## config.mk

```make
export PLATFORM = sky130hd
export DESIGN_NAME = dmem_access_ctrl
export DESIGN_NICKNAME = d
export VERILOG_FILES = /design/src/rtl/dmem_ctrl_pkg.sv /design/src/rtl/rr_arb2.sv /design/src/rtl/dmem_access_ctrl.sv
export SDC_FILE = /design/constraint.sdc
export NUM_CORES = 1
export LEC_CHECK = 0
export ABC_AREA = 1
export BUFFER_PORTS_ARGS = -buffer_cell sky130_fd_sc_hd__buf_2
export CORE_ASPECT_RATIO = 0.5
export CORE_MARGIN = 8
export CORE_UTILIZATION = 45
export CTS_CLUSTER_DIAMETER = 80
export DETAILED_ROUTE_END_ITERATION = 10
export PLACE_DENSITY = 0.71
export SYNTH_ARGS = -nofsm -noshare
export SYNTH_HDL_FRONTEND = slang
export SYNTH_SLANG_ARGS = --single-unit
```

## constraint.sdc

```tcl
create_clock -name clk -period 7.6 [get_ports clk]
set_clock_uncertainty 0.1 [all_clocks]
set_input_delay 0.76 -clock clk [delete_from_list [all_inputs] [get_ports clk]]
set_output_delay 0.76 -clock clk [all_outputs]
set_load 0.01 [all_outputs]
```

## src/rtl/dmem_ctrl_pkg.sv

```systemverilog
// Shared types and constants for the data-memory access controller.
// Byte-lane helper is used to serialise a 32-bit store into little-endian beats.
package dmem_ctrl_pkg;

   typedef enum logic [1:0] {
      IDLE   = 2'd0,
      ACCESS = 2'd1,
      DONE   = 2'd2
   } state_e;

   localparam int BEATS_WORD = 4;
   localparam int BEATS_BYTE = 1;
   localparam int BYTE_W     = 8;
   localparam int PORT_LSU   = 0;
   localparam int PORT_DBG   = 1;

   function automatic logic [BYTE_W-1:0] get_byte(input logic [31:0] w, input logic [1:0] idx);
      logic [BYTE_W-1:0] b;
      case (idx)
         2'd0:    b = w[7:0];
         2'd1:    b = w[15:8];
         2'd2:    b = w[23:16];
         default: b = w[31:24];
      endcase
      return b;
   endfunction

endpackage

```

## src/rtl/rr_arb2.sv

```systemverilog
// Two-way round-robin arbiter; the caller owns and updates last_grant.
// On a tie the port that did not win last time is chosen.
module rr_arb2 (
   input  logic [1:0] req_i,
   input  logic       last_grant_i,
   output logic       gnt_valid_o,
   output logic       gnt_idx_o
);

   assign gnt_valid_o = |req_i;
   assign gnt_idx_o   = (req_i == 2'b11) ? ~last_grant_i : req_i[1];

endmodule

```

## src/rtl/dmem_access_ctrl.sv

```systemverilog
// Arbitrates the LSU and debug ports onto a byte-wide single-cycle data memory,
// splitting word accesses into four little-endian byte beats.
module dmem_access_ctrl
   import dmem_ctrl_pkg::*;
#(
   parameter int ADDR_W = 32
) (
   input  logic              clk,
   input  logic              reset,
   input  logic [1:0]        req,
   input  logic [ADDR_W-1:0] addr0,
   input  logic [ADDR_W-1:0] addr1,
   input  logic [1:0]        we,
   input  logic [1:0]        word,
   input  logic [31:0]       wdata0,
   input  logic [31:0]       wdata1,
   output logic [1:0]        done,
   output logic [31:0]       rdata,
   output logic              busy,
   output logic              mem_en,
   output logic              mem_we,
   output logic [ADDR_W-1:0] mem_addr,
   output logic [7:0]        mem_wdata,
   input  logic [7:0]        mem_rdata
);

   state_e            state_q;
   logic [1:0]        beat_q;
   logic              lastGrant_q;
   logic              owner_q;
   logic [ADDR_W-1:0] base_q;
   logic              we_q;
   logic              word_q;
   logic [31:0]       wdata_q;
   logic [31:0]       rbuf_q;
   logic [31:0]       rdata_q;

   logic              gntValid;
   logic              gntIdx;
   logic [1:0]        lastBeat;
   logic [31:0]       rbuf_d;

   rr_arb2 u_arb (
      .req_i        (req),
      .last_grant_i (lastGrant_q),
      .gnt_valid_o  (gntValid),
      .gnt_idx_o    (gntIdx)
   );

   assign lastBeat = word_q ? 2'(BEATS_WORD - 1) : 2'(BEATS_BYTE - 1);

   // Read buffer with the current beat's byte merged in, so the final beat can
   // update rdata on the same edge it is captured. The buffer is cleared at
   // grant, which makes a byte load come out zero-extended for free.
   always_comb begin
      rbuf_d = rbuf_q;
      case (beat_q)
         2'd0:    rbuf_d[7:0]   = mem_rdata;
         2'd1:    rbuf_d[15:8]  = mem_rdata;
         2'd2:    rbuf_d[23:16] = mem_rdata;
         default: rbuf_d[31:24] = mem_rdata;
      endcase
   end

   always_ff @(posedge clk or posedge reset) begin
      if (reset) begin
         state_q     <= IDLE;
         beat_q      <= '0;
         lastGrant_q <= 1'b1;
         owner_q     <= 1'b0;
         base_q      <= '0;
         we_q        <= 1'b0;
         word_q      <= 1'b0;
         wdata_q     <= '0;
         rbuf_q      <= '0;
         rdata_q     <= '0;
      end else begin
         case (state_q)
            IDLE: begin
               if (gntValid) begin
                  owner_q <= gntIdx;
                  base_q  <= (gntIdx == 1'(PORT_DBG)) ? addr1 : addr0;
                  wdata_q <= (gntIdx == 1'(PORT_DBG)) ? wdata1 : wdata0;
                  we_q    <= we[gntIdx];
                  word_q  <= word[gntIdx];
                  beat_q  <= '0;
                  rbuf_q  <= '0;
                  state_q <= ACCESS;
               end
            end
            ACCESS: begin
               if (!we_q) begin
                  rbuf_q <= rbuf_d;
               end
               if (beat_q == lastBeat) begin
                  if (!we_q) begin
                     rdata_q <= rbuf_d;
                  end
                  state_q <= DONE;
               end else begin
                  beat_q <= beat_q + 2'd1;
               end
            end
            DONE: begin
               lastGrant_q <= owner_q;
               state_q     <= IDLE;
            end
            default: state_q <= IDLE;
         endcase
      end
   end

   always_comb begin
      mem_en    = 1'b0;
      mem_we    = 1'b0;
      mem_addr  = '0;
      mem_wdata = '0;
      done      = '0;
      if (state_q == ACCESS) begin
         mem_en    = 1'b1;
         mem_we    = we_q;
         mem_addr  = base_q + ADDR_W'(beat_q);
         mem_wdata = get_byte(wdata_q, beat_q);
      end
      if (state_q == DONE) begin
         done[owner_q] = 1'b1;
      end
   end

   assign busy  = (state_q != IDLE);
   assign rdata = rdata_q;

endmodule

```

==> results of run 1 <==
## final cells by class
| class | count | area [µm²] | share of cell area (%) |
|---|---|---|---|
| Antenna cell | 1 | 2.502 | 0.02711 |
| Clock buffer | 19 | 442.9 | 4.799 |
| Clock inverter | 13 | 120.1 | 1.301 |
| Inverter | 55 | 211.5 | 2.291 |
| Multi-Input combinational cell | 796 | 3618 | 39.20 |
| Sequential cell | 136 | 3405 | 36.88 |
| Tap cell | 227 | 284.0 | 3.077 |
| Timing Repair Buffer | 226 | 1146 | 12.42 |
## cell usage after synthesis
cell	number	area share, %
buf_1	1	0.050
nand2_2	3	0.25
o21a_1	33	3.3
dfrtp_1	135	45
clkbuf_1	34	1.7
nor3_1	6	0.40
buf_4	10	1.0
xor2_1	2	0.23
a21oi_1	20	1.3
o21ai_0	144	9.6
o22ai_1	21	1.8
inv_2	5	0.25
o21ai_1	22	1.5
inv_1	50	2.5
nand2_1	298	15
nor2_1	175	8.8
nand2_4	1	0.15
dfstp_2	1	0.35
ha_1	6	1.0
nor2_2	4	0.33
nand3_1	49	3.3
a31oi_1	9	0.75
fa_1	1	0.27
buf_2	14	0.93
nor2_4	1	0.15
nor2_8	1	0.27
## report_power, final
group	leakage [nW]	total (mW)	internal (mW)	switching (mW)
clock	0.264	0.805	0.462	0.343
sequential	1.67	1.33	1.08	0.257
combinational	2.58	1.83	0.641	1.19
## layer usage
metal  routed length, µm  share of wire, %  global-route usage, %  up-vias
li1                    -                 -                      -     3775
met1               10580                44                  28.46     3609
met2               11650                48                  39.49      263
met3                1432               5.9                  4.680       41
met4                 577               2.4                  7.522        0
met5                   0                 0                      0        -
## kinds of logic after synthesis
family                   share of synthesized area [%]
buffers and inverters                            6.437
flip-flops                                       45.37
XOR/XNOR                                        0.2335
AND/OR/NAND/NOR                                  28.48
AO/OA/AOI/OAI                                    18.21
adder cells (fa/ha/maj)                          1.267
## state kept, by name, summed over array words and instances (netlist names)
signal and flops:
base_q 32, rbuf_q 32, rdata 32, wdata_q 32, beat_q 2, state_q 2
lastGrant_q 1, owner_q 1, we_q 1, word_q 1
## worst max-delay path: stages, from the launching register on
cell     delay (ps)
dfrtp_1         460
ha_1            300
fa_1            430
nand2_2         110
nor2_2           50
nand2_1         210
nor2_2           90
o21ai_0         320
nor2_1           80
buf_2           170
## final timing paths
kind,start,endpoint,slack (ps),cells after the start
max,beat_q[0],mem_addr[12],4110,9
min,reset,base_q[18],290,2
max reg2reg,state_q[0],rbuf_q[18],4820,8
min reg2reg,rdata[14],rdata[14],380,1
max in group asynchronous,reset,rdata[12],5710,3
min in group clk,rdata[14],rdata[14],380,1
==> flow_summary.yaml, run 1 <==
sta:
  whs_ps: 291.4
  final.setup.worst_slack_ps: 4109
  fmax_mhz: 286.5
  period_share_pct: 45.93
  min_period_ps: 3491
  slew-limit-headroom_pct: 24.38
  rsz0062_at_grt: "false"
  worstMarginPinSlew_ps: 1131
  finalHoldViolations: 0
  fin_tns_setup_ps: 0
  setup_viol: 0
  finalMaxSlewViolations: 0
clocking:
  cts.path.max_buffers: 2
  cts_tree: "yes"
  cts_buffers: 17
  clk-insertion-delay-late_ps: 420
  clk_pin_slew_ps: 70
  ctsHoldBuffers: 0
  htreeDepth: 4
  cts_resized: 0
  cts_setup_buffers: 0
  clock-sinks: 136
  clock-root-buffer: "clkbuf_16"
synthesis:
  synth_area_um2: 7503
  synth_cells: 1046
  synth_seq_cells: 136
  synth_nets: 1197
  yosysUniqueCellTypes: 26
  ys.warnings.count: 0
  ys_seq_area_share_pct: 45.37
  syn_avg_cell_area_um2: 7.173
floorplan:
  io_pins: 221
  rows: 33
  die_x_um: 198.6
  initial_utilization_pct: 45.89
  die_y_um: 107.3
  die_area_um2: 21310
  core_area_um2: 16350
cells_and_area:
  finalNonFillerCells: 1473
  area_growth_pct: 23.01
  fillers: 1633
  num-nets-final: 1383
  mostFrequentLayoutCells: "nand2_1 (297), buf_2 (220), nor2_1 (175)"
  final_common_cell: "nand2_1"
  utilization_pct: 56.45
  layout-drive-gt1-share_pct: 22.09
  final_area_um2: 9230
place:
  io_buffer_count: 220
  placedCellCount: 1440
  gp_congestion: 0.9258
  place_area_um2: 8665
  hpwlAfterDp_um: 17410
  dp_slack_ps: 4300
outcome:
  status: "finished clean"
flow_run:
  cap_violations: 0
power:
  power_mw: 3.964
  powerDensity_nw_per_um2: 429.5
  vdd_ir_drop_max_uv: 191.5
  cellLeakagePower_nw: 4.512
setup_path:
  worstPathRequired_ps: 6740
  path_max_fanout: 7
  setup.worst_path.start_class: "register"
  critPathCaptureType: "output port"
  cp.arrival_ps: 2630
  worstSetupPathType: "reg2out"
grt:
  grt_pass1_wl_um: 39050
  antenna_found_initial: 1
  grt_pass1_vias: 7777
  grt_usage_pct: 22.85
  grt-ovfl-total: 0
  grt_max_degree: 90
detailed_routing:
  drt_iter0_markers: 586
  viasPerCell: 5.219
  vias: 7688
  drc: 0
  wire_per_inst_um: 16.46
  ant_nets: 0
  wl_um: 24250
  firstDrtPassIters: 5
min_path:
  min_path_type: "in2async"
No activity file was read; power rests on OpenSTA's default activity.
==> run 2: changes to the inputs <==
--- a/config.mk
+++ b/config.mk
@@ -12,7 +12,7 @@
 export CORE_UTILIZATION = 45
 export CTS_CLUSTER_DIAMETER = 80
 export DETAILED_ROUTE_END_ITERATION = 10
-export PLACE_DENSITY = 0.71
+export PLACE_DENSITY = 0.74
 export SYNTH_ARGS = -nofsm -noshare
 export SYNTH_HDL_FRONTEND = slang
 export SYNTH_SLANG_ARGS = --single-unit
==> constraint.sdc (replaced) <==
create_clock -name clk -period 3 [get_ports clk]
set_clock_uncertainty 0.1 [all_clocks]
set_input_delay 0.3 -clock clk [delete_from_list [all_inputs] [get_ports clk]]
set_output_delay 0.3 -clock clk [all_outputs]
set_load 0.01 [all_outputs]
==> run 2 against run 1 <==
Effect of this change:
- clock power rose to 2.6 times the previous value
- register-to-register slack got worse by 3900 ps
- non-clock buffer count rose by 6
- clock-buffer cell count fell by 2
- critical endpoint is now mem_addr[16]
- largest cell class unchanged
==> flow_summary.yaml, run 2 (synthesis results as in run 1) <==
grt:
  antenna_found_initial: 0
  grt_usage_pct: 23.24
  grt-ovfl-total: 0
  grt_pass1_wl_um: 39870
  grt_pass1_vias: 7948
  grt_max_degree: 121
clocking:
  cts.path.max_buffers: 2
  clk_pin_slew_ps: 70
  clk-insertion-delay-late_ps: 420
  cts_setup_buffers: 0
  cts_buffers: 17
  htreeDepth: 4
  cts_tree: "yes"
  clock-sinks: 136
  clock-root-buffer: "clkbuf_16"
sta:
  setup_viol: 0
  fmax_mhz: 357.2
  min_period_ps: 2799
  rsz0062_at_grt: "false"
  fin_tns_setup_ps: 0
  finalHoldViolations: 0
  worstMarginPinSlew_ps: 1148
  finalMaxSlewViolations: 0
  whs_ps: 35.31
  period_share_pct: 93.31
  slew-limit-headroom_pct: 23.28
place:
  gp_congestion: 0.9387
  hpwlAfterDp_um: 17750
  place_area_um2: 8713
  io_buffer_count: 220
setup_path:
  worstSetupPathType: "reg2out"
  crit_chain: "ha_2 -> fa_1 -> nand2_2 -> nor2_2 -> nand2_2 -> nor3_1 -> nor3_1 -> buf_2"
  cp.arrival_ps: 2400
  cp_slowest_cell: "dfrtp_2"
  cpPeakStageDelay_ps: 460
  worstPathRequired_ps: 2600
  setup.worst_path.start_class: "register"
  path_delay_family: "simple AND/OR/NAND/NOR gates"
  critPathCaptureType: "output port"
  worstPathBufferInverterCount: 1
  path_max_fanout: 7
power:
  powerDensity_nw_per_um2: 1092
  power_mw: 10.18
  intPower_mw: 5.565
  cellLeakagePower_nw: 4.559
  vdd_ir_drop_max_uv: 586.1
  p_seq_share_pct: 33.2
  comb_power_share_pct: 46.1
  swShare_pct: 45.34
  power_switching_mw: 4.616
  pwr-share-clk_pct: 20.7
floorplan:
  rows: 33
  die_x_um: 198.6
  die_y_um: 107.3
  io_pins: 221
  die_area_um2: 21310
  initial_utilization_pct: 45.89
  core_area_um2: 16350
flow_run:
  cap_violations: 0
detailed_routing:
  viasPerCell: 5.332
  drt_iter0_markers: 615
  drc: 0
  ant_nets: 0
  wire_per_inst_um: 16.74
  firstDrtPassIters: 5
  vias: 7880
  wl_um: 24750
cells_and_area:
  final_area_um2: 9326
  num-nets-final: 1389
  fillers: 1600
  area_growth_pct: 24.30
  mostFrequentLayoutCells: "nand2_1 (296), buf_2 (220), nor2_1 (175)"
  seq_area_um2: 3406
  final_common_cell: "nand2_1"
  layout-drive-gt1-share_pct: 22.78
  antennaDiodeCount: 0
  multi_input_area_um2: 3638
min_path:
  min_path_type: "in2reg"
outcome:
  status: "finished clean"
## run 2: cell count changes in the layout (fill, tap and decap cells not counted), sizes merged
cell,previous run,this run
buf,226,231
clkinvlp,5,3
diode,1,0
dlygate4sd3,0,1
inv,59,62
clkbuf,19,17
clkinv,3,4
## run 2: metrics by stage
stage	instances	utilization, %	worst slack (ps)
2_1_floorplan	1046	-	852.5
3_3_place_gp	1445	53.29	590.1
3_5_place_dp	1445	53.29	500.1
4_1_cts	1478	56.91	36.02
5_1_grt	1478	57.04	46.99
6_report	1478	57.04	200.8
## run 2: metal layers
layer / track usage [%] / wire length, µm / vias up
li1: - / - / 3787
met1: 28.54 / 10480 / 3768
met2: 41.30 / 12450 / 280
met3: 4.087 / 1294 / 45
met4: 7.470 / 521 / 0
met5: 0 / 0 / -
## run 2: power groups by stage
stage	sequential [mW]	clock, mW	combinational (mW)
finish	3.38	2.11	4.69
global route	3.49	2.21	5.26
CTS	3.36	2.14	4.71
detailed placement	3.38	0	4.69
global placement	3.36	0	4.61
floorplan	3.29	0	3.21
## run 2: final cells by class
cell class              instances  share of cell area [%]
clock buffers                  17                   4.561
flip-flops and latches        136                   36.52
multi-input cells             796                   39.01
inverters                      55                   2.254
clock inverters                15                   1.677
well taps                     227                   3.045
repair buffers                232                   12.93
## run 2: repair_timing
action | CTS | global route
resized for setup | 0 | 6
setup endpoints to repair | 0 | 10
hold buffers | 1 | 0
endpoints found under the hold margin | 16 | 0
## run 2: worst paths after layout
kind	start	to	slack (ps)	cells after the start
hold reg to reg	rdata[13]	rdata[13]	380	1
max in group asynchronous	reset	beat_q[0]	1470	4
setup reg to reg	state_q[1]	rdata[26]	940	7
setup / recovery	beat_q[0]	mem_addr[16]	200	8
min in group asynchronous	reset	rdata[12]	310	3
hold / removal	wdata1[8]	wdata_q[8]	40	3
## run 2: worst min-delay path: cells and delay by family
family / cells / cell delay [ps]
compound gates: 1 / 110
buf+inv: 1 / 80
simple gates: 1 / 30
